[src/rtl/fetch_controller_pkg.sv]
// fetch_controller_pkg: shared types and constants for the instruction fetch controller.
//   state_t          : fetch FSM state encoding
//   RESET_PC_DEFAULT : default first fetch address after reset
//   INSTR_W          : instruction and address width
//   NOP              : value of an empty instruction register
package fetch_controller_pkg;
   typedef enum logic [1:0] {ST_START, ST_FETCH, ST_DISCARD, ST_HOLD} state_t;
   localparam logic [31:0] RESET_PC_DEFAULT = 32'h0000_0000;
   localparam int INSTR_W = 32;
   localparam logic [INSTR_W-1:0] NOP = 32'h0000_0000;
endpackage

[src/rtl/fetch_controller_skid_buffer.sv]
// fetch_skid_buffer: one-entry holding register for a fetched instruction and its PC.
//   i_clk/i_reset : clock, asynchronous active-high reset
//   i_load        : capture i_instr/i_pc and mark the entry valid
//   i_clear       : drop the entry (wins over i_load)
//   o_valid/o_instr/o_pc : stored entry
module fetch_skid_buffer
   import fetch_controller_pkg::*;
(
   input  logic               i_clk,
   input  logic               i_reset,
   input  logic               i_load,
   input  logic               i_clear,
   input  logic [INSTR_W-1:0] i_instr,
   input  logic [INSTR_W-1:0] i_pc,
   output logic               o_valid,
   output logic [INSTR_W-1:0] o_instr,
   output logic [INSTR_W-1:0] o_pc
);
   logic               r_valid;
   logic [INSTR_W-1:0] r_instr;
   logic [INSTR_W-1:0] r_pc;
   always_ff @(posedge i_clk or posedge i_reset) begin
      if (i_reset) begin
         r_valid <= 1'b0;
         r_instr <= NOP;
         r_pc    <= '0;
      end else if (i_clear) begin
         r_valid <= 1'b0;
      end else if (i_load) begin
         r_valid <= 1'b1;
         r_instr <= i_instr;
         r_pc    <= i_pc;
      end
   end
   assign o_valid = r_valid;
   assign o_instr = r_instr;
   assign o_pc    = r_pc;
endmodule

[src/rtl/fetch_controller.sv]
// fetch_controller: single-outstanding instruction fetch unit with skid buffer and redirect handling.
//   i_clk/i_reset            : clock, asynchronous active-high reset
//   o_mem_req/o_mem_address  : fetch request and word-aligned address
//   i_mem_ready/i_mem_instruction : memory response strobe and data
//   i_stall                  : downstream cannot accept, output registers hold
//   i_redirect/i_redirect_pc : flush and refetch from the given target
//   o_if_valid/o_if_instruction/o_if_pc/o_if_pc_plus4 : fetched instruction outputs
module fetch_controller
   import fetch_controller_pkg::*;
#(
   parameter logic [31:0] RESET_PC = RESET_PC_DEFAULT
) (
   input  logic               i_clk,
   input  logic               i_reset,
   output logic               o_mem_req,
   output logic [31:0]        o_mem_address,
   input  logic               i_mem_ready,
   input  logic [INSTR_W-1:0] i_mem_instruction,
   input  logic               i_stall,
   input  logic               i_redirect,
   input  logic [31:0]        i_redirect_pc,
   output logic               o_if_valid,
   output logic [INSTR_W-1:0] o_if_instruction,
   output logic [31:0]        o_if_pc,
   output logic [31:0]        o_if_pc_plus4
);
   state_t             r_state;
   state_t             w_next_state;
   logic [31:0]        r_pc;
   logic [31:0]        r_discard_addr;
   logic               r_if_valid;
   logic [INSTR_W-1:0] r_if_instruction;
   logic [31:0]        r_if_pc;
   logic               w_redirect;
   logic               w_accept;
   logic               w_to_out;
   logic               w_to_skid;
   logic               w_unskid;
   logic               w_skid_valid;
   logic [INSTR_W-1:0] w_skid_instr;
   logic [31:0]        w_skid_pc;
   // Redirect is ignored during the single START cycle.
   assign w_redirect = i_redirect && (r_state != ST_START);
   assign w_accept   = (r_state == ST_FETCH) && i_mem_ready && !i_redirect;
   assign w_to_out   = w_accept && (!r_if_valid || !i_stall);
   assign w_to_skid  = w_accept && r_if_valid && i_stall;
   assign w_unskid   = (r_state == ST_HOLD) && !i_stall && !i_redirect;
   always_ff @(posedge i_clk or posedge i_reset) begin
      if (i_reset) r_state <= ST_START;
      else         r_state <= w_next_state;
   end
   always_comb begin
      w_next_state = r_state;
      case (r_state)
         ST_START:   w_next_state = ST_FETCH;
         ST_FETCH:   w_next_state = i_redirect ? (i_mem_ready ? ST_FETCH : ST_DISCARD)
                                   : w_to_skid ? ST_HOLD : ST_FETCH;
         ST_DISCARD: w_next_state = i_mem_ready ? ST_FETCH : ST_DISCARD;
         ST_HOLD:    w_next_state = (i_redirect || !i_stall) ? ST_FETCH : ST_HOLD;
         default:    w_next_state = ST_START;
      endcase
   end
   // While discarding, the abandoned request keeps its address even though the PC already moved.
   always_comb begin
      o_mem_req     = (r_state == ST_FETCH) || (r_state == ST_DISCARD);
      o_mem_address = (r_state == ST_DISCARD) ? r_discard_addr : r_pc;
   end
   always_ff @(posedge i_clk or posedge i_reset) begin
      if (i_reset) begin
         r_pc           <= RESET_PC;
         r_discard_addr <= '0;
      end else begin
         if (w_redirect)    r_pc <= i_redirect_pc & ~32'd3;
         else if (w_accept) r_pc <= r_pc + 32'd4;
         if ((r_state == ST_FETCH) && i_redirect && !i_mem_ready) r_discard_addr <= r_pc;
      end
   end
   always_ff @(posedge i_clk or posedge i_reset) begin
      if (i_reset) begin
         r_if_valid       <= 1'b0;
         r_if_instruction <= NOP;
         r_if_pc          <= '0;
      end else if (w_redirect) begin
         r_if_valid <= 1'b0;
      end else if (w_to_out) begin
         r_if_valid       <= 1'b1;
         r_if_instruction <= i_mem_instruction;
         r_if_pc          <= r_pc;
      end else if (w_unskid) begin
         r_if_valid       <= 1'b1;
         r_if_instruction <= w_skid_instr;
         r_if_pc          <= w_skid_pc;
      end else if (!i_stall) begin
         r_if_valid <= 1'b0;
      end
   end
   fetch_skid_buffer u_skid (
      .i_clk   (i_clk),
      .i_reset (i_reset),
      .i_load  (w_to_skid),
      .i_clear (w_redirect || w_unskid),
      .i_instr (i_mem_instruction),
      .i_pc    (r_pc),
      .o_valid (w_skid_valid),
      .o_instr (w_skid_instr),
      .o_pc    (w_skid_pc)
   );
   assign o_if_valid       = r_if_valid;
   assign o_if_instruction = r_if_instruction;
   assign o_if_pc          = r_if_pc;
   assign o_if_pc_plus4    = r_if_pc + 32'd4;
endmodule

[config.mk]
export PLATFORM = sky130hd
export DESIGN_NAME = fetch_controller
export DESIGN_NICKNAME = d
export VERILOG_FILES = /design/src/rtl/fetch_controller_pkg.sv /design/src/rtl/fetch_controller_skid_buffer.sv /design/src/rtl/fetch_controller.sv
export SDC_FILE = /design/constraint.sdc
export NUM_CORES = 1
export LEC_CHECK = 0
export BUFFER_PORTS_ARGS = -buffer_cell sky130_fd_sc_hd__buf_2
export CORE_MARGIN = 2
export CORE_UTILIZATION = 40
export CTS_BUF_LIST = sky130_fd_sc_hd__clkbuf_4 sky130_fd_sc_hd__clkbuf_8 sky130_fd_sc_hd__clkbuf_16
export DETAILED_ROUTE_END_ITERATION = 12
export PLACE_DENSITY = 0.64
export SLEW_MARGIN = 15
export SYNTH_ARGS = -nofsm -noshare
export SYNTH_HDL_FRONTEND = slang
export SYNTH_HIERARCHICAL = 1
export SYNTH_SLANG_ARGS = --single-unit
export TNS_END_PERCENT = 1
[constraint.sdc]
create_clock -name i_clk -period 5.4 [get_ports i_clk]
set_input_delay 1.08 -clock i_clk [delete_from_list [all_inputs] [get_ports i_clk]]
set_output_delay 1.08 -clock i_clk [all_outputs]
set_load 0.05 [all_outputs]
Yosys cells after proc, flatten, opt, wreduce, memory -nomap -nowiden
Index checks and enable logic that the tools add are counted.
- bits in registers: 195
- bits of input ports: 69
- output and inout port bits: 130
- word-level logic and storage cells: 56
- add/sub/neg operators: 2
- equality and inequality tests: 4
- muxes and demuxes: 16
- bitwise operators: 2
- reductions and logical operators: 24
- operators by type and width (operator ; count):
    2-to-1 mux 32 bit ; 7
    adder 32 x 3 -> 32 bit (second input constant) ; 2
    logical AND 1 bit ; 10
    2-to-1 mux 2 bit ; 4
    one-hot mux 2 bit (4 select lines) ; 1
    nonzero test 2 bit ; 3
    equality test 2 bit (second input constant) ; 2
    logical NOT 1 bit ; 4
    logical OR 1 bit ; 4
    2-to-1 mux 1 bit ; 4
    inequality test 4 x 1 -> 1 bit (second input constant) ; 1
    AND reduction 2 bit ; 2
    equality test 2 x 1 -> 1 bit (second input constant) ; 1
    logical NOT 2 bit ; 1
    inverter 1 bit ; 2

Depth between registers and ports, before layout
- depth in word-level cells: 8
- depth in mapped cells: 10
- mapped depth without buffers: 6

Hierarchy
The synthesis kept the hierarchy.
- by module, submodules not included (module ; instances ; cells each ; area each (sq um)):
    fetch_controller ; 1 ; 721 ; 6939.2
    fetch_skid_buffer ; 1 ; 140 ; 2737.6

Worst setup path after synthesis
Ideal clock, no wire load.
- path kind: reg2out
- from: register r_if_pc[2], in the netlist o_if_pc[2]
- to: output port o_if_pc_plus4[20]
- arrival: 2.780 ns
- setup slack: 1.540 ns
- cell stages (with the launch flop): 6
- path buffers: 0
- path through: dfrtp_1 -> ha_1 -> nand4_1 -> nor4_1 -> nand4_1 -> xnor2_1
- cells in the longest elaborated chain, start to end: 1
- RTL lines (item ; line ; text):
    start, declared ; fetch_controller.sv:33 ; logic [31:0] r_if_pc;
    start signal, assigned ; fetch_controller.sv:88 ; r_if_pc <= r_pc;
    start signal, assigned ; fetch_controller.sv:92 ; r_if_pc <= w_skid_pc;
    adder 32 x 3 -> 32 bit ; fetch_controller.sv:111 ; assign o_if_pc_plus4 = r_if_pc + 32'd4;
    end, declared ; fetch_controller.sv:25 ; output logic [31:0] o_if_pc_plus4
No other way between the ends.

Worst setup path after layout
- from: register r_if_pc[2], in the netlist o_if_pc[2]
- to: output port o_if_pc_plus4[28]
The elaborated chain is that of the path after synthesis.

==> results.cfg <==
[routing]
postRouteWirelength_mm = 23.8
vias = 7045
final_antenna_net_count = 0
vias_per_cell = 5.17
avgRoutedWirePerCell_um = 17.5
route.detailed.drc = 0
drtIter0Drc = 441
dr.pass1.iters = 5

[clock_network]
cts_resized = 0
clk_latency_ps = 430
tritoncts = yes
cts-hold-fix-buffers = 0
path_clk_slew_ps = 70
cts_buffer_depth = 2
root_buffer = clkbuf_16
numClockSinks = 191
h-tree-depth = 4
numCtsBuffers = 17
post_cts_buffers = 0

[setup_path]
reg2reg_depth = 7
startpoint = o_if_pc[2]$_DFFE_PP0P_
r2r_slack_ps = 2520
crit_path_end_kind = output pin
r2r-start = r_state[1]$_DFF_PP0_
cp_max_fo = 7
cp-start-kind = register
crit_arrival_ps = 2950
required_ps = 4320
path_class = reg -> out
reg2reg_to = u_skid/o_pc[24]$_DFFE_PP0P_

[die]
die_area_um2 = 25400
core-area_um2 = 23500
row_count = 56
pin_count = 199
die_w_um = 159
die_h_um = 159
initial_core_util_pct = 41.0

[placed_design]
place_inst = 1330
place.gp.congestion = 0.799
place.detailed.hpwl_mm = 16.5
numPortBuffers = 194
place_area_um2 = 10800
dp_slack_ps = 1750

[global_route]
grt_use_total_pct = 19.3
grt_pass1_vias = 7141
grt_max_degree = 130
overflow = 0
antenna_found_initial = 0
grt_pass1_wl_mm = 39.2

[yosys]
yosys_warnings = 6
synth.avg_cell_area_um2 = 11.2
syn-cell-area_um2 = 9640
synthCells = 858

[sta]
fmax_mhz = 248
rsz0062_at_grt = false
worst_slew_pin_slew_ps = 1110
skew_ps = 14.9
finalWorstSetupSlack_ps = 1370
max_slew_margin_pct = 26.0
drv_slew = 0
fin_crit_sh_pct = 74.6
hold_violations = 0
fin_crit_ps = 4030
setup_viol = 0
setup-tns-final_ps = 0

[cells_and_area]
final_cell_mix = 194 x buf_2, 191 x dfrtp_1, 115 x nand2_1, 93 x o21ai_0, 62 x mux2i_1
final_nets = 1105
final_cell_area_um2 = 11400
antenna_cells = 0
final_common_cell = buf_2
final_core_util_pct = 48.4
area_growth_pct = 18.2
drive_above_1_share_pct = 35.1
final-instance-count-excl-fill = 1362

[status]
status = completed

[worst_hold_path]
holdPathEnd = o_if_instruction[28]$_DFFE_PP0P_
worstHoldStart = o_if_instruction[28]$_DFFE_PP0P_
hold_path_depth = 2
hold_class = reg -> reg

[power]
leakage_nw = 5.55
peakVddDrop_uv = 394
p_per_area_nw_per_um2 = 634

[job]
cap_violations = 0
## critical path, stage by stage (launching register included)
cell and delay [ps]:
dfrtp_1 430, ha_1 260, nand4_1 250, nor4_2 880, nand4_1 240, xnor2_1 180
buf_2 280
## power breakdown
group          switching, mW  internal (mW)
Sequential             0.611           2.01
Clock                  0.574          0.697
Combinational           2.24           1.09
Total                   3.43           3.80
## layer usage
metal | share of wire [%] | track usage, % | vias to the layer above
met4 | 1.3 | 5.29 | 0
met1 | 49 | 27.3 | 3445
li1 | - | - | 3383
met2 | 45 | 30.2 | 198
met5 | 0 | 0 | -
met3 | 4.5 | 3.88 | 19
## registers in the layout, summed over array words and instances (netlist names)
signal and count:
o_if_valid 1, r_discard_addr 30, o_if_instruction 32, r_state 2, r_pc 30, o_if_pc 32
u_skid/o_instr 32, u_skid/o_pc 32
## worst max-delay path by stage
| stage | endpoint |
|---|---|
| 6_report | o_if_pc_plus4[28] |
| 5_1_grt | o_if_pc_plus4[20] |
| 4_1_cts | o_if_pc_plus4[28] |
| 3_5_place_dp | o_if_pc_plus4[28] |
| 3_3_place_gp | o_if_pc_plus4[20] |
| 2_1_floorplan | o_if_instruction[0]$_DFFE_PP0P_ |
## through the flow
stage	hold slack [ps]	power, mW
2_1_floorplan	450	5.17
6_report	475	7.22
3_5_place_dp	465	5.99
3_3_place_gp	456	5.91
5_1_grt	500	7.66
4_1_cts	482	7.29
## layout make-up
| cell class | instances | area [um2] |
|---|---|---|
| Fill cell | 2236 | 12100 |
| Sequential cell | 191 | 4780 |
| Multi-Input combinational cell | 599 | 4490 |
| Timing Repair Buffer | 207 | 1080 |
| Clock buffer | 18 | 433 |
| Tap cell | 319 | 399 |
| Clock inverter | 14 | 160 |
| Inverter | 14 | 55.1 |
Power figures use the tool's default switching activity.
